===== src/rtl/game_pkg.sv =====
`default_nettype none
// ---------------------------------------------------------------------------
// game_pkg : shared state codes and display constants for the game controller
// Revision : 1.0
// ---------------------------------------------------------------------------
package game_pkg;

    typedef enum logic [2:0] {
        ST_IDLE         = 3'd0,
        ST_COUNTDOWN    = 3'd1,
        ST_PLAYING      = 3'd2,
        ST_PAUSED       = 3'd3,
        ST_INTERMISSION = 3'd4,
        ST_GAME_OVER    = 3'd5
    } state_t;

    localparam int         c_state_w = 3;
    localparam int         c_diff_w  = 2;
    localparam int         c_time_w  = 7;
    localparam int         c_round_w = 4;
    localparam logic [7:0] c_bcd_sat = 8'h99;

endpackage
`default_nettype wire


===== src/rtl/bin2bcd_sat99.sv =====
`default_nettype none
// ---------------------------------------------------------------------------
// bin2bcd_sat99 : binary to 2-digit BCD, values above 99 show as 99
// Revision      : 1.0
// ---------------------------------------------------------------------------
module bin2bcd_sat99
    import game_pkg::*;
#(
    parameter int IN_W = 8
) (
    input  logic [IN_W-1:0] i_bin,
    output logic [7:0]      o_bcd
);

    localparam logic [IN_W+7:0] c_max_bin = (IN_W + 8)'(99);

    logic [IN_W+7:0] w_ext;
    logic [6:0]      w_sat;

    always_comb begin
        w_ext = {8'd0, i_bin};
        w_sat = (w_ext > c_max_bin) ? 7'd99 : w_ext[6:0];
        o_bcd = (w_ext > c_max_bin) ? c_bcd_sat
                                    : {4'(w_sat / 7'd10), 4'(w_sat % 7'd10)};
    end

endmodule
`default_nettype wire


===== src/rtl/game_round_ctrl.sv =====
`default_nettype none
// ---------------------------------------------------------------------------
// game_round_ctrl : multi-round game sequencer with pause, timers, high score
// Revision        : 1.0
// ---------------------------------------------------------------------------
module game_round_ctrl
    import game_pkg::*;
#(
    parameter int COUNTDOWN_SEC    = 5,
    parameter int ROUND_SEC        = 30,
    parameter int INTERMISSION_SEC = 3,
    parameter int NUM_ROUNDS       = 3,
    parameter int NUM_DIFF         = 3,
    parameter int SCORE_W          = 8
) (
    input  logic               clk,
    input  logic               rst_n,
    input  logic               tick_1hz,
    input  logic               btn_start,
    input  logic               btn_pause,
    input  logic               btn_clear_score,
    input  logic               btn_difficulty,
    input  logic [1:0]         difficulty_in,
    input  logic [SCORE_W-1:0] score,
    output logic               enable_score,
    output logic               clear_score,
    output logic               enable_mole_ctrl,
    output logic [1:0]         difficulty_level,
    output logic [2:0]         state_o,
    output logic [3:0]         round_num,
    output logic [6:0]         time_left,
    output logic [SCORE_W-1:0] high_score,
    output logic               new_high_score,
    output logic               game_over_pulse,
    output logic [7:0]         display_left,
    output logic [7:0]         display_right
);

    localparam logic [c_time_w-1:0]  c_cd_time    = c_time_w'(COUNTDOWN_SEC);
    localparam logic [c_time_w-1:0]  c_round_time = c_time_w'(ROUND_SEC);
    localparam logic [c_time_w-1:0]  c_inter_time = c_time_w'(INTERMISSION_SEC);
    localparam logic [c_time_w-1:0]  c_time_one   = c_time_w'(1);
    localparam logic [c_round_w-1:0] c_last_round = c_round_w'(NUM_ROUNDS);
    localparam logic [c_round_w-1:0] c_round_one  = c_round_w'(1);
    localparam logic [c_diff_w-1:0]  c_diff_max   = c_diff_w'(NUM_DIFF - 1);

    state_t               r_state, w_state_nxt;
    logic [c_time_w-1:0]  r_time, w_time_nxt;
    logic [c_round_w-1:0] r_round, w_round_nxt;
    logic [c_diff_w-1:0]  r_diff, w_diff_nxt, w_diff_req;
    logic [SCORE_W-1:0]   r_high, w_high_nxt;
    logic                 r_new_high, w_new_high_nxt;
    logic                 r_go, w_go_nxt;
    logic                 r_clear, w_clear_nxt;
    logic [7:0]           r_disp_l, r_disp_r, w_bcd_l, w_bcd_r;
    logic [c_time_w-1:0]  w_left_bin;
    logic [SCORE_W-1:0]   w_right_bin;

    assign w_diff_req = (int'(difficulty_in) >= NUM_DIFF) ? c_diff_max : difficulty_in;

    always_comb begin
        w_state_nxt    = r_state;
        w_time_nxt     = r_time;
        w_round_nxt    = r_round;
        w_diff_nxt     = r_diff;
        w_high_nxt     = r_high;
        w_new_high_nxt = r_new_high;
        w_go_nxt       = 1'b0;
        w_clear_nxt    = 1'b0;

        if (btn_start) begin
            w_state_nxt    = ST_COUNTDOWN;
            w_time_nxt     = c_cd_time;
            w_round_nxt    = c_round_one;
            w_clear_nxt    = 1'b1;
            w_new_high_nxt = 1'b0;
        end else begin
            case (r_state)
                ST_IDLE, ST_GAME_OVER: begin
                    if (btn_clear_score) begin
                        w_clear_nxt    = 1'b1;
                        w_high_nxt     = '0;
                        w_new_high_nxt = 1'b0;
                    end
                    if (btn_difficulty) w_diff_nxt = w_diff_req;
                end
                ST_COUNTDOWN: begin
                    if (tick_1hz) begin
                        if (r_time == c_time_one) begin
                            w_state_nxt = ST_PLAYING;
                            w_time_nxt  = c_round_time;
                        end else begin
                            w_time_nxt = r_time - c_time_one;
                        end
                    end
                end
                ST_PLAYING: begin
                    if (btn_clear_score) w_clear_nxt = 1'b1;
                    if (btn_pause) begin
                        w_state_nxt = ST_PAUSED;
                    end else if (tick_1hz) begin
                        if (r_time != c_time_one) begin
                            w_time_nxt = r_time - c_time_one;
                        end else if (r_round < c_last_round) begin
                            w_state_nxt = ST_INTERMISSION;
                            w_time_nxt  = c_inter_time;
                        end else begin
                            w_state_nxt = ST_GAME_OVER;
                            w_time_nxt  = '0;
                            w_go_nxt    = 1'b1;
                            if (score > r_high) begin
                                w_high_nxt     = score;
                                w_new_high_nxt = 1'b1;
                            end
                        end
                    end
                end
                ST_PAUSED: begin
                    if (btn_clear_score) w_clear_nxt = 1'b1;
                    if (btn_pause) w_state_nxt = ST_PLAYING;
                end
                ST_INTERMISSION: begin
                    if (tick_1hz) begin
                        if (r_time == c_time_one) begin
                            w_state_nxt = ST_PLAYING;
                            w_time_nxt  = c_round_time;
                            w_round_nxt = r_round + c_round_one;
                        end else begin
                            w_time_nxt = r_time - c_time_one;
                        end
                    end
                end
                default: begin
                    w_state_nxt = ST_IDLE;
                end
            endcase
        end
    end

    // Displays are built from next-state values so they change on the same edge as the state.
    always_comb begin
        w_left_bin  = w_time_nxt;
        w_right_bin = score;
        case (w_state_nxt)
            ST_IDLE, ST_GAME_OVER: w_left_bin = '0;
            ST_INTERMISSION:       w_left_bin = c_time_w'(w_round_nxt);
            default:               w_left_bin = w_time_nxt;
        endcase
        if (w_state_nxt == ST_IDLE) w_right_bin = SCORE_W'(w_diff_nxt);
    end

    bin2bcd_sat99 #(.IN_W(c_time_w)) u_bcd_left (
        .i_bin (w_left_bin),
        .o_bcd (w_bcd_l)
    );

    bin2bcd_sat99 #(.IN_W(SCORE_W)) u_bcd_right (
        .i_bin (w_right_bin),
        .o_bcd (w_bcd_r)
    );

    always_ff @(posedge clk) begin
        if (!rst_n) begin
            r_state    <= ST_IDLE;
            r_time     <= '0;
            r_round    <= '0;
            r_diff     <= '0;
            r_high     <= '0;
            r_new_high <= 1'b0;
            r_go       <= 1'b0;
            r_clear    <= 1'b1;
            r_disp_l   <= '0;
            r_disp_r   <= '0;
        end else begin
            r_state    <= w_state_nxt;
            r_time     <= w_time_nxt;
            r_round    <= w_round_nxt;
            r_diff     <= w_diff_nxt;
            r_high     <= w_high_nxt;
            r_new_high <= w_new_high_nxt;
            r_go       <= w_go_nxt;
            r_clear    <= w_clear_nxt;
            r_disp_l   <= w_bcd_l;
            r_disp_r   <= w_bcd_r;
        end
    end

    assign enable_score     = (r_state == ST_PLAYING);
    assign enable_mole_ctrl = (r_state == ST_PLAYING);
    assign clear_score      = r_clear;
    assign difficulty_level = r_diff;
    assign state_o          = r_state;
    assign round_num        = r_round;
    assign time_left        = r_time;
    assign high_score       = r_high;
    assign new_high_score   = r_new_high;
    assign game_over_pulse  = r_go;
    assign display_left     = r_disp_l;
    assign display_right    = r_disp_r;

endmodule
`default_nettype wire


===== config.mk =====
export PLATFORM = sky130hd
export DESIGN_NAME = game_round_ctrl
export DESIGN_NICKNAME = d
export VERILOG_FILES = /design/src/rtl/game_pkg.sv /design/src/rtl/bin2bcd_sat99.sv /design/src/rtl/game_round_ctrl.sv
export SDC_FILE = /design/constraint.sdc
export NUM_CORES = 1
export LEC_CHECK = 0
export ABC_AREA = 0
export ABC_CLOCK_PERIOD_IN_PS = 10400
export CORE_MARGIN = 3
export CORE_UTILIZATION = 35
export DETAILED_ROUTE_END_ITERATION = 7
export MAX_ROUTING_LAYER = met4
export SETUP_SLACK_MARGIN = 0.3
export SKIP_LAST_GASP = 1
export SYNTH_ARGS = -nofsm -noshare
export SYNTH_HDL_FRONTEND = slang
export SYNTH_SLANG_ARGS = --single-unit

===== constraint.sdc =====
create_clock -name clk -period 10.4 [get_ports clk]
set_input_delay 2.08 -clock clk [delete_from_list [all_inputs] [get_ports clk]]
set_output_delay 2.08 -clock clk [all_outputs]
set_load 0.005 [all_outputs]

==> flow_summary.ini <==
[detailed_routing]
ant_nets = 0
drtPass1Iterations = 5
wirelength_mm = 10.61
drt-wirelength-per-cell_um = 16.66
drtIter0Drc = 257
routed_via_density = 5.741
post-route-drc-count = 0
vias = 3657

[setup_path]
critPathKind = input port to flop
critPathMaxFanout = 13
end_kind = flop
critPathArrivalTime_ns = 8.41
start_kind = input port
cp.required_ns = 10.59

[clock_network]
clock_latency_ns = 0.31
numCtsBuffers = 5
cts_tree = yes
cts_max_path_buffers = 2
cts_resized = 0
postCtsSetupBuffers = 0
htreeDepth = 2
cts_hold_buf = 0
clockRootBuffer = clkbuf_8
clkTransAtPathRegs_ns = 0.09
clock-sinks = 43

[power_and_ir_drop]
powerDensity_nw_per_um2 = 102.9
ir_drop_v = 0.00006895
p_leak_uw = 0.001607

[sta]
finalClockSkew_ns = 0.01651
rsz0062_at_grt = no
final.setup.tns_ns = 0
hold_violations = 0
setup_viol = 0
max_clock_freq_mhz = 121.6
fin_crit_ns = 8.223
fin_crit_sh_pct = 79.06
worst_pin_slew_ns = 1.010
slew_violations = 0
max_slew_margin_pct = 32.15

[status]
status = finished clean

[placement]
gp_congestion = 0.9014
placed_area_um2 = 4315
post-dp-hpwl_mm = 8.159
port_buffers = 61

[global_route]
grt_pass1_wl_mm = 17.04
grt_max_degree = 19
gr-total-overflow = 0
antenna_found_initial = 0
grt_pass1_vias = 3527
track_usage_pct = 18.51
grtUsageMet1_pct = 22.63
grt_util_met3_pct = 2.699
grt_use_met2_pct = 31.13
busiest_layer = met2

[logic_synthesis]
synth_ff_type = dfxtp_1
synth_common_cells = nor2_1 (50), dfxtp_1 (43), inv_1 (31)
netlist_instances = 452
synth.most_common_cell = nor2_1
synth_async_sr_flop_share_pct = 0
synth.yosys.seq_area_share_pct = 23.80
ys_seq_elements = 43
synth_edf_count = 0
synth_nets = 486
yosysTopAreaCellShare_pct = 23.80
synth_area_leaders = dfxtp_1 (24%), ha_1 (5.9%), nor2_1 (5.2%)
syn_area_um2 = 3617
yosysTopAreaCell = dfxtp_1
yosys_warnings = 0
syn_avg_cell_area_um2 = 8.003
ys_types = 89

[finish]
fin_area_um2 = 4414
area_delta_synth_final_pct = 22.03
drive_gt1_share_pct = 8.730
nNetsFinal = 537
diodes = 0

[floorplanning]
start_util_pct = 36.50
rows = 36
fp.dieW_um = 107.7
die_h_um = 107.7
io_pins = 62
dieArea_um2 = 11590
fp.coreArea_um2 = 9910

[job]
maxCapViolations = 0

[hold_path]
hp-class = flop to flop
[cell usage in the layout (no fill, tap or decap), types with 3 or more instances in the layout]
cell	count
xor2_1	4
clkbuf_8	6
ha_1	17
nor2_1	50
a2111oi_0	3
nand3_1	13
o31ai_1	4
or4_4	3
a21oi_1	23
or3_1	5
and3_1	4
nor3_1	15
o21ai_0	23
a21o_1	6
xnor2_1	7
o21a_1	11
clkdlybuf4s50_1	61
o22ai_1	6
dfxtp_1	43
and2_1	8
inv_1	31
nand2b_1	5
a211oi_1	7
nand2_1	26
o311a_1	3
nand4_1	5
a21boi_0	3
a32oi_1	3
mux2i_1	7
nor3b_1	3
a22o_1	9
or2_2	6
nor2b_1	10
[area by class of cell]
| type | count | area (um^2) |
|---|---|---|
| fillers | 1040 | 5495 |
| multi-input cells | 360 | 2556 |
| flip-flops and latches | 43 | 860.8 |
| repair buffers | 61 | 610.6 |
| well taps | 133 | 166.4 |
| inverters | 32 | 121.4 |
| clock buffers | 6 | 82.58 |
| clock inverters | 2 | 16.27 |
[cells by family (layout without fill, tap and decap cells)]
kind of cell | Yosys count | count (layout) | synth area share (%)
XOR/XNOR | 11 | 11 | 2.663
flip-flops | 43 | 43 | 23.80
AND/OR/NAND/NOR | 176 | 176 | 26.74
AO/OA/AOI/OAI | 147 | 147 | 32.83
buffers and inverters | 49 | 101 | 5.534
adder cells (fa/ha/maj) | 17 | 17 | 5.880
multiplexers | 9 | 9 | 2.560
[per-stage QoR]
step	util [%]	total power (uW)	setup slack, ns	cells	hold WS [ns]
4_1_cts	44.55	458.1	2.295	637	0.5056
6_report	44.55	454.4	2.177	637	0.4977
2_1_floorplan	-	288.7	3.433	452	0.4856
3_5_place_dp	43.55	339.9	2.014	629	0.4827
5_1_grt	44.55	481.1	1.763	637	0.5331
3_3_place_gp	43.55	338.2	2.239	629	0.4845
[state kept, by name, indices dropped and copies added, names as in the netlist, 2 cells and up]
register,cells
difficulty_level,2
display_left,8
display_right,8
high_score,8
round_num,4
state_o,3
time_left,7
[report_power, final]
part | internal, uW | total (uW) | switching (uW) | leakage (uW)
registers | 174 | 181 | 6.96 | 0.000351
logic | 68.8 | 157 | 88.6 | 0.00121
clock network | 54.3 | 116 | 62.2 | 0.0000474
total | 297 | 454 | 158 | 0.00161
[metal layers]
metal / share of wire, % / vias up
met1: 44 / 1731
met4: 2.1 / 0
met3: 4.7 / 17
met5: 0 / -
met2: 49 / 117
li1: - / 1792
[final timing paths]
check                 start               to  slack (ns)  cells past startpoint
min          new_high_score   new_high_score        0.50                      1
max                tick_1hz  display_left[4]        2.18                     21
max reg2reg    time_left[0]  display_left[4]        3.90                     24
min reg2reg  new_high_score   new_high_score        0.50                      1
[worst max-delay path, stage by stage]
cell and delay, ns:
clkdlybuf4s50_1 0.76, nor4bb_1 0.73, a211oi_4 0.13, or4_1 0.51
and2_1 0.24, or3_1 0.45, a211oi_2 0.41, or2_1 0.40
inv_1 0.14, ha_1 0.30, o311ai_0 0.62, a32oi_1 0.20
a311o_1 0.36, and2_1 0.15, inv_1 0.05, ha_1 0.18
inv_1 0.08, nand4_1 0.08, o311a_1 0.22, nand3b_1 0.13
o21a_1 0.18
No activity file was read; power rests on OpenSTA's default activity.
